`src/rtl/prog_loader_pkg.sv`:
```
// Shared definitions for the framed program loader: FSM states and frame constants.
package prog_loader_pkg;
  typedef enum logic [2:0] {WAIT_HDR, LEN, DATA, CSUM, RUN, ERR} state_t;
  localparam logic [7:0] HDR_BYTE  = 8'hA5;
  localparam int         MAX_WORDS = 16;
endpackage

```
`src/rtl/prog_loader.sv`:
```
// Byte-stream program loader: parses A5/len/payload/checksum frames, writes the
// instruction RAM and holds the CPU in reset until a verified image is present.
module prog_loader
  import prog_loader_pkg::*;
#(
  parameter int DATA_W = 8,
  parameter int ADDR_W = 4
) (
  input  logic              clk,
  input  logic              rst,
  input  logic              in_valid,
  input  logic [DATA_W-1:0] in_data,
  output logic              in_ready,
  input  logic              reload,
  output logic              imem_we,
  output logic [ADDR_W-1:0] imem_addr,
  output logic [DATA_W-1:0] imem_wdata,
  output logic              cpu_rst,
  output logic              done,
  output logic              err,
  output logic [4:0]        words_loaded
);

  state_t            state, state_n;
  logic [4:0]        len;
  logic [4:0]        cnt;
  logic [DATA_W-1:0] sum;
  logic [DATA_W-1:0] csum_total;
  logic              acc;
  logic              len_bad;
  logic              last_word;

  assign in_ready   = (state != RUN) && !reload;
  assign acc        = in_valid && in_ready;
  assign cpu_rst    = (state != RUN);
  assign done       = (state == RUN);
  assign err        = (state == ERR);
  assign csum_total = sum + in_data;
  assign len_bad    = (in_data == '0) || (in_data > DATA_W'(MAX_WORDS));
  assign last_word  = (5'(cnt + 5'd1) == len);

  always_ff @(posedge clk or posedge rst) begin
    if (rst) state <= WAIT_HDR;
    else     state <= state_n;
  end

  always_comb begin
    state_n = state;
    if (reload) begin
      state_n = WAIT_HDR;
    end else if (acc) begin
      case (state)
        WAIT_HDR: if (in_data == HDR_BYTE) state_n = LEN;
        LEN:      state_n = len_bad ? ERR : DATA;
        DATA:     if (last_word) state_n = CSUM;
        CSUM:     state_n = (csum_total == '0) ? RUN : ERR;
        ERR:      if (in_data == HDR_BYTE) state_n = LEN;
        default:  state_n = state;
      endcase
    end
  end

  // Write strobe is a one-cycle pulse; addr/wdata hold their last value between writes.
  always_ff @(posedge clk or posedge rst) begin
    if (rst) begin
      imem_we      <= 1'b0;
      imem_addr    <= '0;
      imem_wdata   <= '0;
      len          <= '0;
      cnt          <= '0;
      sum          <= '0;
      words_loaded <= '0;
    end else begin
      imem_we <= 1'b0;
      if (reload) begin
        cnt <= '0;
        sum <= '0;
      end else if (acc) begin
        case (state)
          LEN: begin
            len <= in_data[4:0];
            cnt <= '0;
            sum <= '0;
          end
          DATA: begin
            imem_we    <= 1'b1;
            imem_addr  <= cnt[ADDR_W-1:0];
            imem_wdata <= in_data;
            sum        <= csum_total;
            cnt        <= cnt + 5'd1;
          end
          CSUM: if (csum_total == '0) words_loaded <= len;
          default: ;
        endcase
      end
    end
  end

endmodule

```
`config.mk`:
```
export PLATFORM = sky130hd
export DESIGN_NAME = prog_loader
export DESIGN_NICKNAME = d
export VERILOG_FILES = /design/src/rtl/prog_loader_pkg.sv /design/src/rtl/prog_loader.sv
export SDC_FILE = /design/constraint.sdc
export NUM_CORES = 1
export LEC_CHECK = 0
export CAP_MARGIN = 5
export CELL_PAD_IN_SITES_DETAIL_PLACEMENT = 2
export CELL_PAD_IN_SITES_GLOBAL_PLACEMENT = 2
export CORE_ASPECT_RATIO = 1.25
export CORE_MARGIN = 4
export CORE_UTILIZATION = 36
export DETAILED_ROUTE_END_ITERATION = 10
export PLACE_DENSITY = 0.93
export SLEW_MARGIN = 10
export SYNTH_ARGS = -nofsm -noshare
export SYNTH_HDL_FRONTEND = slang
export SYNTH_SLANG_ARGS = --single-unit
```
`constraint.sdc`:
```
create_clock -name clk -period 3.6 [get_ports clk]
set_clock_uncertainty 0.1 [all_clocks]
set_input_delay 0.72 -clock clk [delete_from_list [all_inputs] [get_ports clk]]
set_output_delay 0.72 -clock clk [all_outputs]
set_load 0.02 [all_outputs]
```
# Word level (Yosys, flattened, before mapping)
# Cells that the tools add are included.
# W data, S select, Z words.
[totals] reg_bits=39 wordCells=54 input_bits=12 out_inout_bits=22
[op_classes] n_lt_le_gt_ge=1 n_addsub=2 bitwise_logic=1 n_mux=16 n_reduce_logical=16 n_eq_ne=10
[ops] op="$logic_not A8 Y1" n=2
[ops] op="$mux W8" n=2
[ops] op="$pmux W8 S2" n=1
[ops] op="$mux W3" n=5
[ops] op="$pmux W3 S4" n=1
[ops] op="$mux W5" n=2
[ops] op="$pmux W5 S2" n=1
[ops] op="$add A8 B8 Y8" n=1
[ops] op="$eq A8 B8 Y1 const B" n=1
[ops] op="$gt A8 B5 Y1 const B" n=1
[ops] op="$reduce_and A4 Y1" n=2
[ops] op="$eq A3 B2 Y1 const B" n=2
[ops] op="$eq A3 B3 Y1 const B" n=2
[ops] op="$ne A3 B3 Y1 const B" n=2
[ops] op="$reduce_and A3 Y1" n=2
[ops] op="$add A5 B1 Y5 const B" n=1
[ops] op="$eq A5 B5 Y1" n=1
[ops] op="$reduce_bool A5 Y1" n=1
[ops] op="$mux W1" n=4
[ops] op="$eq A3 B1 Y1 const B" n=1
[ops] op="$logic_not A3 Y1" n=1
[ops] op="$ne A3 B1 Y1 const B" n=1
[ops] op="$reduce_bool A3 Y1" n=1
[ops] op="$logic_and A1 B1 Y1" n=2
[ops] op="6 further kinds" n=6

# Longest topological paths before layout
[depth] ltp_word=6 depth_mapped=9 depth_no_buf=8

# Least setup slack after synthesis
# No wires, ideal clock.
[synth_timing] kind="input to register" from="input in_data[0]" to="register words_loaded[0]" required_ns=3.375 arrival_ns=2.548 slack_ns=0.827 stages=8 setup_ns=0.125 n_path_buf=0 path_cell_list="ha_1 fa_1 a211oi_2 nor2_1 xor2_1 nor3_4 nand4_4 mux2_4"
[synth_via] elab_chain_cells=3
[synth_lines] item="from (decl)" line="prog_loader.sv:12" source="input logic [DATA_W-1:0] in_data,"
[synth_lines] item="$add A8 B8 Y8" line="prog_loader.sv:38" source="assign csum_total = sum + in_data;"
[synth_lines] item="$logic_not A8 Y1" line="prog_loader.sv:92" source="CSUM: if (csum_total == '0) words_loaded <= len;"
[synth_lines] item="$reduce_and A4 Y1 (no source line)"
[synth_lines] item="to (signal assigned)" line="prog_loader.sv:92"
[synth_lines] item="to (decl)" line="prog_loader.sv:21" source="output logic [4:0] words_loaded"
# Every way passes these cells.
# A chain may end at the register's enable or synchronous reset.

# Worst setup path after layout
[layout_timing] from="input in_data[0]" to="register words_loaded[4]"
# Same word-level chain as after synthesis.

==> reports/results.ini <==
[global_routing]
grt_max_degree = 40
grt_pass1_vias = 2122
grt_util_all_layers_pct = 21.0
grt_pass1_wl_mm = 11.5
antenna_found_initial = 0
grt-ovfl-total = 0

[drt]
wl_per_cell_um = 22.2
drc = 0
firstDrtPassIters = 4
drtAntennaViolNets = 0
route.vias.total = 1803
drt-initial-drc-count = 75
via_per_inst = 5.63
drt-total-wl_mm = 7.10

[clock_network]
htree_levels = 2
cts_buffers = 5
cts_resized = 0
clock-sinks = 39
insertion_delay_ns = 0.30
cts_hold_buf = 0
clk_path_buf_depth = 2
cts_tree = built
clk_pin_slew_worst_paths_ns = 0.08
postCtsSetupRepairBufs = 0
cts_root_buffer = clkbuf_8

[critical_path]
start_kind = input pin
cp_data_arrival_time_ns = 3.35
criticalPathCategory = input pin to register
critPathCaptureType = register
required_ns = 3.69
crit_path_max_fanout = 5

[yosys]
ys_seq_area_share_pct = 45.5
yosysMostFrequentCell = nand2_1
synth_top_area_share_pct = 45.5
synth_fp_nets = 231
synthTopCellsByCount = nand2_1, dfrtp_1, nor2_1, xnor2_1
synth_area_leaders = dfrtp_1, nand2_1, ha_1, xnor2_1, mux2_4
syn-cell-area_um2 = 2150
avgSynthCellArea_um2 = 10.2
netlist_instances = 210
yosysTopAreaCell = dfrtp_1
synth_warnings = 0
dominantRegCellSynth = dfrtp_1
synth_cell_types = 49
ys_seq_elements = 39
synth_edf_count = 0
async_flop_share_pct = 100

[sta]
slew_headroom_pct = 32.6
setup_viol = 0
finalCritPeriodShare_pct = 90.5
final_hold_viol_count = 0
drv_slew = 0
fin_crit_ns = 3.26
tns_ns = 0
clock.fmax_ghz = 0.307
worst_pin_slew_ns = 1.01
rsz0062_at_grt = no

[min_path]
hold_path_class = register to register

[power]
total_power_uw = 863
p_per_area_nw_per_um2 = 319
leakage_nw = 1.28
ir_drop_mv = 0.159

[floorplanning]
io_pins = 34
start_util_pct = 37.2
rows = 31
coreArea_um2 = 5780
die_h_um = 94.3
dieArea_um2 = 7270
die_w_um = 77.1

[outcome]
status = finished, final reports clean

[placed_design]
io_buffers = 33
postPlaceCellArea_um2 = 2600
dp_hpwl_mm = 5.39
place.gp.congestion = 0.815

[layout]
drive_above_1_share_pct = 16.1
fillers = 622
nets = 274
antenna_cells = 0
fin_area_um2 = 2700
areaGrowthSynthToFinish_pct = 25.8

[run]
cap_violations = 0

-- per-layer routing --
layer / vias to the layer above / global-route usage [%] / routed length (um)
li1: 822 / - / -
met1: 918 / 22.3 / 2730
met4: 0 / 14.1 / 358
met5: - / 0 / 0
met3: 25 / 2.39 / 140
met2: 38 / 39.0 / 3880
-- power by group --
group	internal [mW]	total, mW	switching, mW
combinational	0.0322	0.0783	0.0460
clock	0.174	0.342	0.168
sequential	0.440	0.442	0.00259
-- cell usage in the layout (no fill, tap or decap), types with 2 or more instances in the layout --
cell type and n:
a211oi_1 2, a211oi_2 3, a21oi_1 3, a22o_1 6, buf_4 8, clkbuf_8 7
clkdlybuf4s50_1 33, dfrtp_1 39, ha_1 8, inv_1 5, inv_2 2, mux2_2 5
mux2_4 5, nand2_1 48, nand3_1 4, nand4_1 2, nor2_1 12, nor2_2 2
nor2b_1 4, nor3b_1 2, o21ai_0 8, o21ai_1 2, or2b_2 2, or4b_1 2
xnor2_1 9, xor2_1 6
-- worst paths after layout --
| check | slack [ns] | start | endpoint | depth (start not counted) |
|---|---|---|---|---|
| max | 0.34 | in_data[0] | words_loaded[4] | 9 |
| max reg2reg | 0.82 | sum[0] | words_loaded[4] | 8 |
| max in group asynchronous | 2.30 | rst | state[1] | 3 |
| min reg2reg | 0.39 | imem_wdata[3] | imem_wdata[3] | 2 |
| min in group asynchronous | 0.75 | rst | imem_wdata[2] | 3 |
| min | 0.39 | imem_wdata[3] | imem_wdata[3] | 2 |
-- cell type report --
type / count / area, um2 / area share (%)
multi-input combinational: 159 / 1120 / 41.5
clock inverter: 1 / 7.51 / 0.278
tap: 66 / 82.6 / 3.06
sequential: 39 / 976 / 36.1
clock buffer: 7 / 96.3 / 3.57
timing repair buffer: 41 / 390 / 14.5
inverter: 7 / 26.3 / 0.973
-- registers in the layout, summed over array words and instances, names as in the netlist --
name	flops
imem_we	1
cnt	5
words_loaded	5
imem_addr	4
state	3
sum	8
imem_wdata	8
len	5
-- metrics by stage --
stage               hold WS, ns  std cells  util (%)  setup slack, ns
detailed placement        0.374        312      44.9           0.0475
floorplan                 0.354        210         -            0.827
CTS                       0.396        320      46.7            0.359
finish                    0.388        320      46.7            0.342
global placement          0.360        312      44.9            0.257
global route              0.429        320      46.7            0.284
-- kinds of logic after synthesis --
family	share of synthesized area (%)
buffers and inverters	2.27
AO/OA/AOI/OAI	13.4
AND/OR/NAND/NOR	20.3
adder cells (fa/ha/maj)	5.59
flip-flops	45.5
multiplexers	6.12
XOR/XNOR	6.88
-- critical path, stage by stage --
cell and delay (ns):
clkdlybuf4s50_1 0.45, ha_1 0.30, fa_1 0.46, a211oi_2 0.29, nor2_1 0.12, xor2_1 0.20, nor3_4 0.24, nand4_4 0.21
mux2_4 0.35
No activity file was read; power rests on OpenSTA's default activity.
